===== src/rtl/seq_gen.sv =====
// seq_gen: serial pattern transmitter (parallel word in, MSB-first serial bit stream out).
// Latency: first bit on `a` the cycle after the accepting edge; one bit per clock after that.
// Backpressure: din_ready is low while bits remain; it is high on the a_last cycle so words can run back-to-back.
//
// Ports:
//   clk, rst (async active-low)
//   din[WIDTH-1:0], len[LW-1:0], din_valid -> din_ready   : word input handshake
//   a, a_valid, a_last, busy                              : registered serial output + qualifiers
module seq_gen #(
  parameter int       WIDTH      = 8,
  parameter int       LW         = $clog2(WIDTH+1),
  parameter bit       IDLE_LEVEL = 1'b0
) (
  input  logic             clk,
  input  logic             rst,
  input  logic [WIDTH-1:0] din,
  input  logic [LW-1:0]    len,
  input  logic             din_valid,
  output logic             din_ready,
  output logic             a,
  output logic             a_valid,
  output logic             a_last,
  output logic             busy
);

  typedef enum logic {S_IDLE = 1'b0, S_SEND = 1'b1} state_t;

  state_t           r_state;
  logic [WIDTH-1:0] r_shreg;
  logic [LW-1:0]    r_cnt;
  logic             r_a;

  state_t           w_state_nxt;
  logic [WIDTH-1:0] w_shreg_nxt;
  logic [LW-1:0]    w_cnt_nxt;
  logic             w_a_nxt;
  logic             w_accept;
  logic             w_cnt_zero;
  logic [LW-1:0]    w_n_eff;

  // a_valid is the SEND state itself, so it stays a registered output.
  assign a_valid    = (r_state == S_SEND);
  assign a          = r_a;
  assign w_cnt_zero = (r_cnt == '0);
  assign din_ready  = ~a_valid | w_cnt_zero;
  assign a_last     = a_valid & w_cnt_zero;
  assign busy       = a_valid;
  assign w_accept   = din_valid & din_ready;

  // Zero or an out-of-range length both mean "send the whole word".
  assign w_n_eff = ((len == '0) || (len > LW'(WIDTH))) ? LW'(WIDTH) : len;

  always_comb begin
    w_state_nxt = r_state;
    w_shreg_nxt = r_shreg;
    w_cnt_nxt   = r_cnt;
    w_a_nxt     = r_a;
    if (w_accept) begin
      // Also covers the a_last cycle: the new word loads with no idle bubble.
      w_state_nxt = S_SEND;
      w_a_nxt     = din[WIDTH-1];
      w_shreg_nxt = din << 1;
      w_cnt_nxt   = w_n_eff - LW'(1);
    end else if (r_state == S_SEND) begin
      if (!w_cnt_zero) begin
        w_a_nxt     = r_shreg[WIDTH-1];
        w_shreg_nxt = r_shreg << 1;
        w_cnt_nxt   = r_cnt - LW'(1);
      end else begin
        w_state_nxt = S_IDLE;
        w_a_nxt     = IDLE_LEVEL;
      end
    end
  end

  always_ff @(posedge clk or negedge rst) begin
    if (!rst) begin
      r_state <= S_IDLE;
      r_shreg <= '0;
      r_cnt   <= '0;
      r_a     <= IDLE_LEVEL;
    end else begin
      r_state <= w_state_nxt;
      r_shreg <= w_shreg_nxt;
      r_cnt   <= w_cnt_nxt;
      r_a     <= w_a_nxt;
    end
  end

endmodule

===== config.mk =====
export PLATFORM = sky130hd
export DESIGN_NAME = seq_gen
export DESIGN_NICKNAME = d
export VERILOG_FILES = /design/src/rtl/seq_gen.sv
export SDC_FILE = /design/constraint.sdc
export NUM_CORES = 1
export LEC_CHECK = 0
export CAP_MARGIN = 10
export CORE_MARGIN = 5
export CORE_UTILIZATION = 25
export CTS_BUF_LIST = sky130_fd_sc_hd__clkbuf_16
export DETAILED_ROUTE_END_ITERATION = 8
export GPL_TIMING_DRIVEN = 0
export HOLD_SLACK_MARGIN = 0.02
export PLACE_DENSITY_LB_ADDON = 0.3
export SYNTH_ARGS = -nofsm -noshare
export SYNTH_HDL_FRONTEND = slang
export SYNTH_SLANG_ARGS = --single-unit

===== constraint.sdc =====
create_clock -name clk -period 2.85 [get_ports clk]
set_clock_uncertainty 0.05 [all_clocks]
set_input_delay 0.4275 -clock clk [delete_from_list [all_inputs] [get_ports clk]]
set_output_delay 0.4275 -clock clk [all_outputs]
set_load 0.005 [all_outputs]

==> summary.txt, run 1 <==
final worst slack -> 377 ps
Rows -> 19
drt initial violations -> 19
Pre-Repair DR Iteration Count -> 4
largest family of logic cells by synthesized area -> simple AND/OR/NAND/NOR gates
Reg2Reg Setup Slack -> 640 ps
final cell count without fillers -> 125
area share of the largest cell type after synthesis -> 46.2%
ys async rst share -> 100%
Starting Density -> 25.8%
Distinct cells, synth -> 24
DIE AREA -> 3980 um2
Synth Flop Type -> dfrtp_1
Area contributors post-synth -> dfrtp_1 46%, mux2i_1 13%, a21oi_1 9.2%
Avg Synthesized Cell Area -> 9.78 um2
vias in the first global route -> 622
die width -> 63.1 um
Setup crit end kind -> output pin
CTS buffer count -> 3
Final Hold Violating Endpoints -> 0
setup TNS -> 0 ps
Post-synth EDFFs -> 0
largest area contributor in the netlist -> dfrtp_1
WP data arrival -> 2000 ps
placed cell count -> 121
VDD IR max -> 0.000422 V
pin count of the biggest net entering global routing -> 14
R2R cell count -> 10
PostCTS Resize Cnt -> 0
clock slew at reported path FFs -> 40 ps
Layout fillers -> 274
GRT overflow -> 0
vias per inst -> 4.65
Ant. Diodes -> 0
setup violators final -> 0
Post-synth top cells -> 13 x a21oi_1, 13 x dfrtp_1, 9 x mux2i_1, 9 x nor2_1, 4 x nand2_1
Critical Path Sink -> din_ready
post-synthesis mux area share -> 12.8%
GRT Resource Usage Total -> 7.86%
pwr/cell area -> 974 nW/um2
Slew HR -> 62.1%
period utilisation layout -> 86.8%
worst hold-check path type -> flip-flop to flip-flop
Die Ht -> 63.1 um
DRC viols -> 0
FMAX -> 0.404 GHz
CTS Buffer Depth -> 2
Synth Area in Compound Gates -> 13.7%
clock root buffer -> clkbuf_16
min Tclk post-route -> 2470 ps
pre-CTS WS -> 629 ps
Yosys warnings -> 0
worst skew pair latency -> 240 ps
Pwr Total -> 0.976 mW
crit path launch type -> flip-flop
post-synthesis sequential area ratio -> 46.2%
H-tree Lvls -> 1
CTS tree -> done
P&R area growth vs syn -> 42.3%
Post-Synth XOR/XNOR Area -> 0%
Post-Synthesis Cells -> 72
hold path start -> r_shreg[7]
critical path type -> flip-flop to output pin
Adder-Cell Fraction of Synth Area -> 1.78%
first-pass GRT wire length -> 2.58 mm
# Post-CTS Setup Buffers -> 0
Cell Area, Synth -> 704 um2
max-slew violations -> 0
Simple-Gate Fraction of Synth Area -> 21.7%
DR vias -> 581
Routed Antenna Nets -> 0
outcome -> finished clean
share of cells above drive strength 1 -> 9.57%
CP Launch Point -> r_cnt[2]
PortBufs -> 18
CP Max Fanout -> 10
# IOs -> 20
worst r2r src -> r_cnt[2]
mean routed wirelength per cell -> 11.9 um
WP data required -> 2370 ps
clock sinks -> 13
worst slew pin tran -> 567 ps
Final HPWL DP -> 1.12 mm
Pleak -> 0.438 nW
RD Place Congestion -> 0.659
Syn Nets -> 88
cts hold-fix bufs -> 0
number of max-cap violations -> 0
RSZ-0062 raised after global routing -> no
post-synthesis register bit count -> 13
core area -> 2730 um2
final wirelength -> 1.48 mm
initial antenna violation count -> 0
Nets -> 111
RR Endpoint -> r_cnt[2]
-- registers in the layout, summed over array words and instances, names as in the netlist --
signal and flops:
r_shreg 7, r_cnt 4, a 1, a_valid 1
-- cells in the final DEF, fill, tap and decap left out, types with 2 or more instances in the layout --
cell,Yosys,final
buf_2,2,2
mux2i_1,9,9
nand2b_1,3,3
dfrtp_1,13,13
a21oi_1,13,13
clkdlybuf4s50_1,0,18
clkbuf_16,0,3
nor3_1,2,2
nor2_1,9,9
nand2_1,4,4
o21ai_0,2,2
-- critical path: stages (launching register included) --
cell             delay (ps)
dfrtp_1                 430
nor4_4                  360
nor2b_4                 100
inv_4                   110
buf_2                   220
clkdlybuf4s50_1         540
-- area by class of cell --
class / instances / area (um2) / area share [%]
repair buffers: 18 / 180 / 18.0
clock buffers: 3 / 75.1 / 7.49
well taps: 31 / 38.8 / 3.87
flip-flops and latches: 13 / 325 / 32.5
clock inverters: 1 / 3.75 / 0.375
inverters: 1 / 6.26 / 0.624
multi-input cells: 54 / 352 / 35.1
plain buffers: 4 / 21.3 / 2.12
-- routing by layer --
layer	track usage, %	part of all wire [%]	wire, um
met5	0	0	0
met4	3.98	0.94	14
met3	3.20	8.0	118
met2	11.7	41	610
met1	9.71	50	741
-- power by group --
part	internal, mW	switching (mW)
Clock	0.184	0.0699
Combinational	0.198	0.184
Sequential	0.266	0.0743
-- cells by family (layout without fill, tap and decap cells) --
| kind of cell | Yosys count | count (layout) |
|---|---|---|
| adder cells (fa/ha/maj) | 1 | 1 |
| AND/OR/NAND/NOR | 26 | 26 |
| flip-flops | 13 | 13 |
| AO/OA/AOI/OAI | 18 | 18 |
| buffers and inverters | 5 | 27 |
| multiplexers | 9 | 9 |
-- stage by stage --
stage / hold slack, ps / cell area (um2) / util [%]
after floorplan: 81.9 / 704 / -
final: 477 / 1000 / 36.7
after global placement: 456 / 923 / 33.8
after detailed placement: 473 / 923 / 33.8
after CTS: 484 / 1000 / 36.7
after global routing: 506 / 1000 / 36.7
-- worst min path at each step --
stage | slack [ps] | endpoint | depth (start not counted)
global route | 510 | r_shreg[1] | 2
floorplan | 80 | a | 0
global placement | 460 | r_shreg[6] | 2
CTS | 480 | r_shreg[6] | 2
detailed placement | 470 | r_shreg[6] | 2
finish | 480 | a | 2
Note: power is estimated with default switching activity, not from simulation.
==> inputs of run 2 (changes only) <==
--- a/config.mk
+++ b/config.mk
@@ -13,6 +13,7 @@
 export GPL_TIMING_DRIVEN = 0
 export HOLD_SLACK_MARGIN = 0.02
 export PLACE_DENSITY_LB_ADDON = 0.3
+export SLEW_MARGIN = 20
 export SYNTH_ARGS = -nofsm -noshare
 export SYNTH_HDL_FRONTEND = slang
 export SYNTH_SLANG_ARGS = --single-unit
==> results of run 2 <==
Final layout, timing and power as in run 1 (identical DEF).
